## src/rtl/alu_arbiter_if.sv

```systemverilog
// Bus bundle between two operand requesters, the shared ALU and the result consumer.
// The slave modport is the arbiter's view; master is the surrounding logic's view.
interface alu_arbiter_if #(
  parameter int unsigned OPW = 3,
  parameter int unsigned DW  = 3,
  parameter int unsigned FW  = 6
);
  logic           r0_valid;
  logic           r0_ready;
  logic [OPW-1:0] r0_op;
  logic [DW-1:0]  r0_a;
  logic [DW-1:0]  r0_b;

  logic           r1_valid;
  logic           r1_ready;
  logic [OPW-1:0] r1_op;
  logic [DW-1:0]  r1_a;
  logic [DW-1:0]  r1_b;

  logic [OPW-1:0] alu_op;
  logic [DW-1:0]  alu_a;
  logic [DW-1:0]  alu_b;
  logic [FW-1:0]  alu_f;

  logic           rsp_valid;
  logic           rsp_ready;
  logic [FW-1:0]  rsp_data;
  logic           rsp_id;

  logic           busy;

  modport slave (
    input  r0_valid, r0_op, r0_a, r0_b,
    input  r1_valid, r1_op, r1_a, r1_b,
    input  alu_f, rsp_ready,
    output r0_ready, r1_ready,
    output alu_op, alu_a, alu_b,
    output rsp_valid, rsp_data, rsp_id, busy
  );

  modport master (
    output r0_valid, r0_op, r0_a, r0_b,
    output r1_valid, r1_op, r1_a, r1_b,
    output alu_f, rsp_ready,
    input  r0_ready, r1_ready,
    input  alu_op, alu_a, alu_b,
    input  rsp_valid, rsp_data, rsp_id, busy
  );
endinterface

```

## src/rtl/alu_arbiter.sv

```systemverilog
// Round-robin arbiter sharing one combinational ALU between two requesters; operands are
// registered, held for SETTLE cycles, and the captured result is returned with its requester id.
module alu_arbiter #(
  parameter int unsigned OPW    = 3,
  parameter int unsigned DW     = 3,
  parameter int unsigned FW     = 6,
  parameter int unsigned SETTLE = 1
) (
  input logic        clk,
  input logic        rst,
  alu_arbiter_if.slave bus
);

  typedef enum logic [1:0] {StIdle, StExec, StResp} state_e;

  localparam int unsigned CW = (SETTLE > 1) ? $clog2(SETTLE) : 1;
  localparam logic [CW-1:0] CntInit = CW'(SETTLE - 1);

  state_e         state_q;
  logic           last_grant_q;
  logic [CW-1:0]  cnt_q;
  logic [OPW-1:0] alu_op_q;
  logic [DW-1:0]  alu_a_q;
  logic [DW-1:0]  alu_b_q;
  logic           rsp_valid_q;
  logic [FW-1:0]  rsp_data_q;
  logic           rsp_id_q;

  logic gnt0, gnt1;

  // On a tie the requester that did not win last time is granted.
  always_comb begin
    gnt0 = bus.r0_valid && (!bus.r1_valid || last_grant_q);
    gnt1 = bus.r1_valid && (!bus.r0_valid || !last_grant_q);
  end

  assign bus.r0_ready  = (state_q == StIdle) && gnt0;
  assign bus.r1_ready  = (state_q == StIdle) && gnt1;
  assign bus.busy      = (state_q != StIdle);
  assign bus.alu_op    = alu_op_q;
  assign bus.alu_a     = alu_a_q;
  assign bus.alu_b     = alu_b_q;
  assign bus.rsp_valid = rsp_valid_q;
  assign bus.rsp_data  = rsp_data_q;
  assign bus.rsp_id    = rsp_id_q;

  always_ff @(posedge clk) begin
    if (rst) begin
      state_q      <= StIdle;
      last_grant_q <= 1'b1;
      cnt_q        <= '0;
      alu_op_q     <= '0;
      alu_a_q      <= '0;
      alu_b_q      <= '0;
      rsp_valid_q  <= 1'b0;
      rsp_data_q   <= '0;
      rsp_id_q     <= 1'b0;
    end else begin
      case (state_q)
        StIdle: begin
          if (gnt0 || gnt1) begin
            alu_op_q     <= gnt1 ? bus.r1_op : bus.r0_op;
            alu_a_q      <= gnt1 ? bus.r1_a  : bus.r0_a;
            alu_b_q      <= gnt1 ? bus.r1_b  : bus.r0_b;
            rsp_id_q     <= gnt1;
            last_grant_q <= gnt1;
            cnt_q        <= CntInit;
            state_q      <= StExec;
          end
        end
        StExec: begin
          if (cnt_q != '0) begin
            cnt_q <= cnt_q - CW'(1);
          end else begin
            rsp_data_q  <= bus.alu_f;
            rsp_valid_q <= 1'b1;
            state_q     <= StResp;
          end
        end
        StResp: begin
          if (bus.rsp_ready) begin
            rsp_valid_q <= 1'b0;
            state_q     <= StIdle;
          end
        end
        default: state_q <= StIdle;
      endcase
    end
  end

endmodule

```

## src/flat_wrapper.sv

```systemverilog
// flat-port wrapper written by rule: the top's interface ports become plain ports
module alu_arbiter_flat 
#(
  parameter int unsigned OPW    = 3,
  parameter int unsigned DW     = 3,
  parameter int unsigned FW     = 6,
  parameter int unsigned SETTLE = 1
)
  (clk, rst, bus_r0_valid, bus_r0_op, bus_r0_a, bus_r0_b, bus_r1_valid, bus_r1_op, bus_r1_a, bus_r1_b, bus_alu_f, bus_rsp_ready, bus_r0_ready, bus_r1_ready, bus_alu_op, bus_alu_a, bus_alu_b, bus_rsp_valid, bus_rsp_data, bus_rsp_id, bus_busy);
  alu_arbiter_if #(.OPW(OPW), .DW(DW), .FW(FW)) bus_i ();
  input logic clk;
  input logic rst;
  input wire logic [$bits(bus_i.r0_valid)-1:0] bus_r0_valid;
  input wire logic [$bits(bus_i.r0_op)-1:0] bus_r0_op;
  input wire logic [$bits(bus_i.r0_a)-1:0] bus_r0_a;
  input wire logic [$bits(bus_i.r0_b)-1:0] bus_r0_b;
  input wire logic [$bits(bus_i.r1_valid)-1:0] bus_r1_valid;
  input wire logic [$bits(bus_i.r1_op)-1:0] bus_r1_op;
  input wire logic [$bits(bus_i.r1_a)-1:0] bus_r1_a;
  input wire logic [$bits(bus_i.r1_b)-1:0] bus_r1_b;
  input wire logic [$bits(bus_i.alu_f)-1:0] bus_alu_f;
  input wire logic [$bits(bus_i.rsp_ready)-1:0] bus_rsp_ready;
  output wire logic [$bits(bus_i.r0_ready)-1:0] bus_r0_ready;
  output wire logic [$bits(bus_i.r1_ready)-1:0] bus_r1_ready;
  output wire logic [$bits(bus_i.alu_op)-1:0] bus_alu_op;
  output wire logic [$bits(bus_i.alu_a)-1:0] bus_alu_a;
  output wire logic [$bits(bus_i.alu_b)-1:0] bus_alu_b;
  output wire logic [$bits(bus_i.rsp_valid)-1:0] bus_rsp_valid;
  output wire logic [$bits(bus_i.rsp_data)-1:0] bus_rsp_data;
  output wire logic [$bits(bus_i.rsp_id)-1:0] bus_rsp_id;
  output wire logic [$bits(bus_i.busy)-1:0] bus_busy;
  assign bus_i.r0_valid = bus_r0_valid;
  assign bus_i.r0_op = bus_r0_op;
  assign bus_i.r0_a = bus_r0_a;
  assign bus_i.r0_b = bus_r0_b;
  assign bus_i.r1_valid = bus_r1_valid;
  assign bus_i.r1_op = bus_r1_op;
  assign bus_i.r1_a = bus_r1_a;
  assign bus_i.r1_b = bus_r1_b;
  assign bus_i.alu_f = bus_alu_f;
  assign bus_i.rsp_ready = bus_rsp_ready;
  assign bus_r0_ready = bus_i.r0_ready;
  assign bus_r1_ready = bus_i.r1_ready;
  assign bus_alu_op = bus_i.alu_op;
  assign bus_alu_a = bus_i.alu_a;
  assign bus_alu_b = bus_i.alu_b;
  assign bus_rsp_valid = bus_i.rsp_valid;
  assign bus_rsp_data = bus_i.rsp_data;
  assign bus_rsp_id = bus_i.rsp_id;
  assign bus_busy = bus_i.busy;
  alu_arbiter #(.OPW(OPW), .DW(DW), .FW(FW), .SETTLE(SETTLE)) u_core (.clk(clk), .rst(rst), .bus(bus_i));
endmodule
```

## config.mk

```make
export PLATFORM = sky130hd
export DESIGN_NAME = alu_arbiter_flat
export DESIGN_NICKNAME = d
export VERILOG_FILES = /design/src/rtl/alu_arbiter_if.sv /design/src/rtl/alu_arbiter.sv /design/src/flat_wrapper.sv
export SDC_FILE = /design/constraint.sdc
export NUM_CORES = 1
export LEC_CHECK = 0
export BUFFER_PORTS_ARGS = -buffer_cell sky130_fd_sc_hd__buf_4
export CAP_MARGIN = 30
export CORE_ASPECT_RATIO = 0.8
export CORE_MARGIN = 2
export CORE_UTILIZATION = 39
export DETAILED_ROUTE_END_ITERATION = 7
export GPL_TIMING_DRIVEN = 0
export PLACE_DENSITY_LB_ADDON = 0.05
export REMOVE_ABC_BUFFERS = 1
export SLEW_MARGIN = 40
export SYNTH_ARGS = -nofsm -noshare
export SYNTH_HDL_FRONTEND = slang
export SYNTH_SLANG_ARGS = --single-unit
```

## constraint.sdc

```tcl
create_clock -name clk -period 1.1 [get_ports clk]
set_input_delay 0.11 -clock clk [delete_from_list [all_inputs] [get_ports clk]]
set_output_delay 0.11 -clock clk [all_outputs]
set_load 0.01 [all_outputs]
```

# --- After elaboration in Yosys (flattened, before gate mapping) ---
# Index checks and enable logic that the tools add are counted.
op_classes:
  n_div: 0
  eq_ne: 5
  add_sub_neg: 1
  shift: 0
  n_reduce_logical: 19
  mul: 0
  n_lt_le_gt_ge: 0
  n_mux: 13
  bitwise_logic: 1
ops:
  columns: ["cell", "n"]
  rows:
  - ["two-way mux 3 bit", 3]
  - ["two-way mux 2 bit", 3]
  - ["!= test 2 bit (second input constant)", 3]
  - ["case mux 2 bit (3 select lines)", 1]
  - ["AND reduction 2 bit", 3]
  - ["AND reduction 3 bit", 2]
  - ["nonzero test 2 bit", 3]
  - ["logical AND 1 bit", 4]
  - ["two-way mux 1 bit", 4]
  - ["case mux 1 bit (2 select lines)", 2]
  - ["zero test 1 bit", 3]
  - ["logical OR 1 bit", 3]
  - ["== test 2 x 1 -> 1 bit (second input constant)", 1]
  - ["== test 2 bit (second input constant)", 1]
  - ["zero test 2 bit", 1]
  - ["NOT 1 bit", 1]
  - ["subtractor 1 bit (second input constant)", 1]
word_totals:
  ram_bits: 0
  in_bits: 29
  n_memories: 0
  latch_bits: 0
  romBits: 0
  out_inout_bits: 20
  elab_cells: 48
  reg_bits: 21

# --- Longest topological paths before layout ---
# Gate-level depths: netlist (run 1).
logic_depth:
  ltp_word: 6
  depth_mapped: 5
  mapped_depth_nobuf: 3

# --- Worst setup path before layout (run 1) ---
# No wires, ideal clock.
synth_path:
  path_kind: "register -> register"
  startpoint: "register u_core.state_q[1]"
  endpoint: "register u_core.last_grant_q"
  setup_ps: 122
  required_ps: 978
  path_stages_with_launch: 3
  slack_ps: -69
  t_arrival_ps: 1047
  period_less_slack_ps: 1169
  path_buffers: 0
  cell_sequence: "dfxtp_1 > or3b_1 > a221o_1"
synth_between:
  elab_chain_len: 2
synth_rtl:
  columns: ["element", "line", "rtl"]
  rows:
  - ["start: declaration", "alu_arbiter.sv:19", "state_e state_q;"]
  - ["start signal: assignment", "alu_arbiter.sv:49", "state_q <= StIdle;"]
  - ["start signal: assignment", "alu_arbiter.sv:68", "state_q <= StExec;"]
  - ["start signal: assignment", "alu_arbiter.sv:77", "state_q <= StResp;"]
  - ["zero test 2 bit", "alu_arbiter.sv:59", "case (state_q)"]
  - ["AND reduction 2 bit (no line)", null, null]
  - ["end signal: assignment", "alu_arbiter.sv:66", "last_grant_q <= gnt1;"]
  - ["end: declaration", "alu_arbiter.sv:20", "logic last_grant_q;"]
# Every way passes these cells.
# A chain may end at the register's enable or synchronous reset.

# --- Worst setup path after layout (run 1) ---
layout_path:
  startpoint: "register u_core.state_q[0]"
  endpoint: "output port bus_r0_ready"
layout_between:
  elab_chain_len: 2
layout_rtl:
  columns: ["element", "line", "rtl"]
  rows:
  - ["zero test 2 bit", "alu_arbiter.sv:37", "assign bus.r0_ready = (state_q == StIdle) && gnt0;"]
  - ["logical AND 1 bit", "alu_arbiter.sv:37", null]
  - ["end: declaration", "flat_wrapper.sv:23", "output wire logic [$bits(bus_i.r0_ready)-1:0] bus_r0_ready;"]
# Every way passes these cells.

==> qor.yml, run 1 <==
worst_setup_path:
  crit_type: "register to primary output"
  end_kind: "primary output"
  arrival_ps: 1270
  critPathLaunchType: "register"
  crit-reg2reg-launch: "u_core.state_q[0]$_SDFFE_PP0P_"
  crit_required_ps: 990
  worst-path-max-fanout: 2
  critPathLaunch: "u_core.state_q[0]$_SDFFE_PP0P_"
power:
  clockPowerShare_pct: 22.3
  p_per_area_nw_per_um2: 1315
  switching_power_uw: 542.3
  ir_drop_v: 0.0009392
  internal_power_uw: 1346
  switching_share_pct: 28.72
  p_leak_uw: 0.0006497
  power_frac_seq_pct: 44.7
  pwr-share-comb_pct: 33.0
clock_network:
  tritoncts: "built"
  htreeDepth: 1
  clock_latency_ps: 300
  cts_max_path_buffers: 2
  clk_pin_slew_worst_paths_ps: 110
  cts_sinks: 20
  cts_buffers: 3
  hold_buffers: 0
  clockRootBuffer: "clkbuf_4"
final_layout:
  syn_to_final_growth_pct: 58.56
  utilization_pct: 65.98
  final_cell_mix: "55 x buf_4, 18 x nand2_1, 18 x dfxtp_1"
  fin_nets: 182
  num_antenna_cells: 0
  drive_gt1_share_pct: 55.92
  mostFrequentLayoutCell: "buf_4"
sta:
  setup_violations: 22
  rsz0062_at_grt: "true"
  hold_viol_final: 0
  fin_worst_skew_ps: 7.752
  tightest_slew_ps: 409.1
  setup_slack_ps: -283.2
  slew_violations: 0
  post-route-period-util_pct: 125.7
  post-route-min-period_ps: 1383
  fmax_mhz: 723.0
  relSlewSlack_pct: 72.73
routing:
  ant_nets: 0
  drc: 0
  via_per_inst: 5.085
  num_vias: 900
  avgRoutedWirePerCell_um: 12.83
  wl_mm: 2.271
  drt_iter0_drc: 13
  first_pass_iters: 2
status:
  status: "finished with violations"
  failed_checks: "negative setup slack"
placement:
  gpl.final_weighted_congestion: 0.7900
  dp_slack_ps: -579.3
  portBuffers: 48
  place_hpwl_mm: 1.558
floorplan:
  core-area_um2: 2177
  start_util_pct: 41.61
  io_pins: 49
  die_h_um: 47.11
  die_w_um: 57.89
  die_area_um2: 2727
  row_count: 15
logic_synthesis:
  postSynthAreaPerCell_um2: 9.436
  yosysSeqAreaShare_pct: 44.20
  synthDistinctLibCells: 21
  synth-seq-cells: 20
  synthesis.instances: 96
  yosysWarnings: 0
  netlist_area_um2: 905.9
global_routing:
  grt_overflow: 0
  grt_pass1_wl_mm: 3.774
  grtUsageTotal_pct: 18.84
  antenna_found_initial: 0
  grt_pass1_vias: 858
  grt_start_max_net_pins: 21
worst_hold_path:
  min_from: "bus_alu_f[5]"
  min_path_type: "input port to register"
run:
  maxCapViolCount: 0
==> power groups by stage <==
stage	sequential (uW)	clock (uW)	combinational, uW
floorplan	883	0	238
global placement	855	0	508
detailed placement	858	0	516
CTS	842	443	592
global route	854	462	680
finish	844	421	623
==> kinds of logic after synthesis <==
| kind of cell | after synthesis | share of synthesized area, % |
|---|---|---|
| DFF | 20 | 44.20 |
| buffers and inverters | 8 | 5.248 |
| and+or+nand+nor | 39 | 19.20 |
| muxes | 6 | 6.630 |
| AOI/OAI and AO/OA | 23 | 24.72 |
==> cells in the mapped netlist <==
| library cell | number | area share [%] |
|---|---|---|
| dfxtp_1 | 20 | 44 |
| nand2_1 | 18 | 7.5 |
| nor2_1 | 13 | 5.4 |
| a21oi_1 | 9 | 5.0 |
| a311oi_2 | 9 | 15 |
| mux2i_1 | 6 | 6.6 |
| clkbuf_1 | 3 | 1.2 |
| nor2b_1 | 3 | 2.1 |
| buf_2 | 2 | 1.1 |
| buf_6 | 2 | 2.5 |
| a21bo_2 | 1 | 1.1 |
| a21boi_2 | 1 | 1.2 |
| a221o_1 | 1 | 1.1 |
| a22oi_1 | 1 | 0.83 |
| and2_4 | 1 | 0.97 |
| inv_1 | 1 | 0.41 |
| nand3b_1 | 1 | 0.83 |
| nor3b_1 | 1 | 0.83 |
| o21ai_0 | 1 | 0.55 |
| or2_1 | 1 | 0.69 |
| or3b_1 | 1 | 0.97 |
==> routing by layer <==
layer,up-vias,GRT usage (%),wire [um]
met5,-,0,0
met4,0,9.302,52
met3,9,5.785,146
met2,30,32.05,1103
met1,414,22.24,969
li1,447,-,-
==> state kept, by name, indices dropped and copies added (netlist names) <==
name / flops
u_core.bus.alu_b: 3
u_core.last_grant_q: 1
u_core.bus.alu_a: 3
u_core.bus.rsp_valid: 1
u_core.bus.rsp_data: 6
u_core.bus.alu_op: 3
u_core.state_q: 2
u_core.bus.rsp_id: 1
==> through the flow <==
stage | hold slack [ps] | cells | instance area (um2) | total power, uW | setup TNS, ps
2_1_floorplan | 177.9 | 89 | 862.1 | 1121 | -3428
3_3_place_gp | 345.7 | 162 | 1254 | 1363 | -8964
3_5_place_dp | 355.5 | 162 | 1254 | 1375 | -9558
4_1_cts | 22.95 | 174 | 1393 | 1877 | -2208
5_1_grt | 52.44 | 177 | 1436 | 1996 | -4183
6_report | 32.99 | 177 | 1436 | 1888 | -2775
==> worst max-delay path, stage by stage (launching register included) <==
cell and delay, ps:
dfxtp_4 360, or3b_4 390, nor2_2 100, buf_4 130
==> final cells by class <==
type | instances | area, um2
repair buffers | 58 | 446.7
clock buffers | 4 | 36.28
well taps | 25 | 31.28
fillers | 178 | 740.7
multi-input cells | 69 | 510.5
inverters | 1 | 3.754
flip-flops and latches | 20 | 407.9
==> path summary, 6_finish.rpt <==
check	slack (ps)	endpoint	depth (start not counted)
worst max-delay path	-280	bus_r0_ready	3
worst min-delay path	30	u_core.bus.rsp_data[5]$_SDFFE_PP0P_	3
worst max register to register	-210	u_core.last_grant_q$_SDFFE_PP1P_	3
worst min register to register	510	u_core.bus.rsp_data[5]$_SDFFE_PP0P_	2
==> what timing repair did <==
item                       in CTS  in global routing
resized for setup              14                  8
setup endpoints to repair      23                 23
pin swaps                       7                  9
setup buffers                   7                  4
cloned                          1                  0
Note: power is estimated with default switching activity, not from simulation.
==> inputs of run 2 (changes only) <==
Settings changed: SKIP_LAST_GASP set to 1.
==> run 2 against run 1 <==
Compared with the run above:
- the run still ends with negative setup slack left
- clock-buffer cell count did not move
- global-route usage did not move
- non-clock buffer count did not move
- utilization fell by 0.29 points
- design area fell by 0.44%
- sequential share of layout area rose by 0.12 points
- clock skew barely moved
- final cell count did not move
- critical path depth did not move
- power fell by 0.18%
- combinational power barely moved
- die area did not move
- critical path type unchanged
==> qor.yml, run 2 (same netlist as run 1, synthesis figures left out) <==
status:
  status: "finished with violations"
  failed_checks: "negative setup slack"
routing:
  drt_iter0_drc: 14
  via_per_inst: 5.107
  avgRoutedWirePerCell_um: 12.89
  wl_mm: 2.282
  drc: 0
  first_pass_iters: 4
  ant_nets: 0
  num_vias: 904
placement:
  place_hpwl_mm: 1.558
  portBuffers: 48
  dpl-instance-area_um2: 1254
  gpl.final_weighted_congestion: 0.7900
  place_inst: 162
floorplan:
  start_util_pct: 41.61
  io_pins: 49
  row_count: 15
  die_h_um: 47.11
  die_area_um2: 2727
  core-area_um2: 2177
  die_w_um: 57.89
final_layout:
  largest_reg_flops: 6
  fin_nets: 182
  final_cell_mix: "55 x buf_4, 18 x nand2_1, 18 x dfxtp_1"
  num_antenna_cells: 0
  syn_to_final_growth_pct: 57.87
  final_area_um2: 1430
  mostFrequentLayoutCell: "buf_4"
  drive_gt1_share_pct: 55.92
  stdcell_count: 177
sta:
  fmax_mhz: 722.6
  tightest_slew_ps: 404.0
  setup_violations: 22
  fin_tns_setup_ps: -2839
  setup_slack_ps: -283.8
  rsz0062_at_grt: "true"
  slew_violations: 0
  relSlewSlack_pct: 73.07
  fin_worst_skew_ps: 7.760
  hold_viol_final: 0
  post-route-min-period_ps: 1384
  post-route-period-util_pct: 125.8
global_routing:
  antenna_found_initial: 0
  grtUsageTotal_pct: 18.84
  grt_pass1_wl_mm: 3.774
  grt_start_max_net_pins: 21
  grt_pass1_vias: 858
  grt_overflow: 0
worst_setup_path:
  crit_chain: "or3b_4 > nor2_2 > buf_4"
  end_kind: "primary output"
  reg2reg_depth: 3
  critPathLaunch: "u_core.state_q[0]$_SDFFE_PP0P_"
  arrival_ps: 1270
  critPathSlowestCell: "or3b_4"
  critPathLaunchType: "register"
  worst-path-max-fanout: 2
  r2r-end: "u_core.last_grant_q$_SDFFE_PP1P_"
  crit-reg2reg-launch: "u_core.state_q[0]$_SDFFE_PP0P_"
  slowest_delay_ps: 390
  endpoint: "bus_r0_ready"
  crit_type: "register to primary output"
  crit_required_ps: 990
  reg2reg_slack_ps: -210
clock_network:
  htreeDepth: 1
  cts_max_path_buffers: 2
  cts_buffers: 3
  clock_latency_ps: 300
  cts_sinks: 20
  tritoncts: "built"
  clockRootBuffer: "clkbuf_4"
  clk_pin_slew_worst_paths_ps: 110
power:
  p_leak_uw: 0.0006480
  ir_drop_v: 0.0009370
  p_per_area_nw_per_um2: 1318
run:
  maxCapViolCount: 0
worst_hold_path:
  min_path_type: "input port to register"
## run 2: cell types whose count changed in the layout (fill, tap and decap cells not counted)
cell / before / now
a21bo_4: 1 / 0
a21bo_2: 0 / 1
## run 2: area by class of cell
| class | count | area (um2) |
|---|---|---|
| tap | 25 | 31.28 |
| fill | 181 | 747.0 |
| clock buffer | 4 | 36.28 |
| sequential | 20 | 407.9 |
| timing repair buffer | 58 | 446.7 |
| multi-input combinational | 69 | 504.2 |
| inverter | 1 | 3.754 |
## run 2: per-stage QoR
step	hold WS [ps]	total power, uW	setup slack, ps	util [%]
after floorplan	177.9	1121	-221.1	-
after global placement	345.7	1363	-550.6	57.59
after detailed placement	355.5	1375	-579.3	57.59
after CTS	22.95	1877	-280.6	63.97
after global routing	52.44	1992	-328.4	65.69
final	33.53	1885	-283.8	65.69
## run 2: how the worst min path moves through the flow
stage	endpoint	cells after the start	slack, ps	start
detailed placement	u_core.bus.rsp_data[5]$_SDFFE_PP0P_	3	360	bus_alu_f[5]
floorplan	u_core.bus.alu_a[0]$_SDFFE_PP0P_	1	180	rst
global placement	u_core.bus.rsp_data[0]$_SDFFE_PP0P_	3	350	bus_alu_f[0]
finish	u_core.bus.rsp_data[5]$_SDFFE_PP0P_	3	30	bus_alu_f[5]
global route	u_core.bus.rsp_data[1]$_SDFFE_PP0P_	3	50	bus_alu_f[1]
CTS	u_core.bus.rsp_data[5]$_SDFFE_PP0P_	3	20	bus_alu_f[5]
## run 2: critical path, delay by kind of cell (launching register included)
| family | cells | cell delay, ps |
|---|---|---|
| buffers and inverters | 1 | 130 |
| and+or+nand+nor | 2 | 490 |
| DFF | 1 | 360 |
## run 2: power breakdown
part           internal, uW  switching [uW]
Sequential              798            45.8
Combinational           343             277
Clock                   202             219
Total                  1340             542
## run 2: repair_timing
action / in CTS / in global routing
hold buffers: 0 / 0
setup endpoints to repair: 23 / 23
setup buffers: 7 / 4
pin swaps: 7 / 8
cloned: 1 / 0
endpoints found under the hold margin: 0 / 0
gates resized for setup: 14 / 7
## run 2: per-layer routing
| layer | up-vias | global-route usage, % | routed length (um) |
|---|---|---|---|
| met1 | 413 | 22.24 | 980 |
| met2 | 32 | 32.05 | 1099 |
| met5 | - | 0 | 0 |
| met3 | 9 | 5.785 | 150 |
| li1 | 450 | - | - |
| met4 | 0 | 9.302 | 52 |
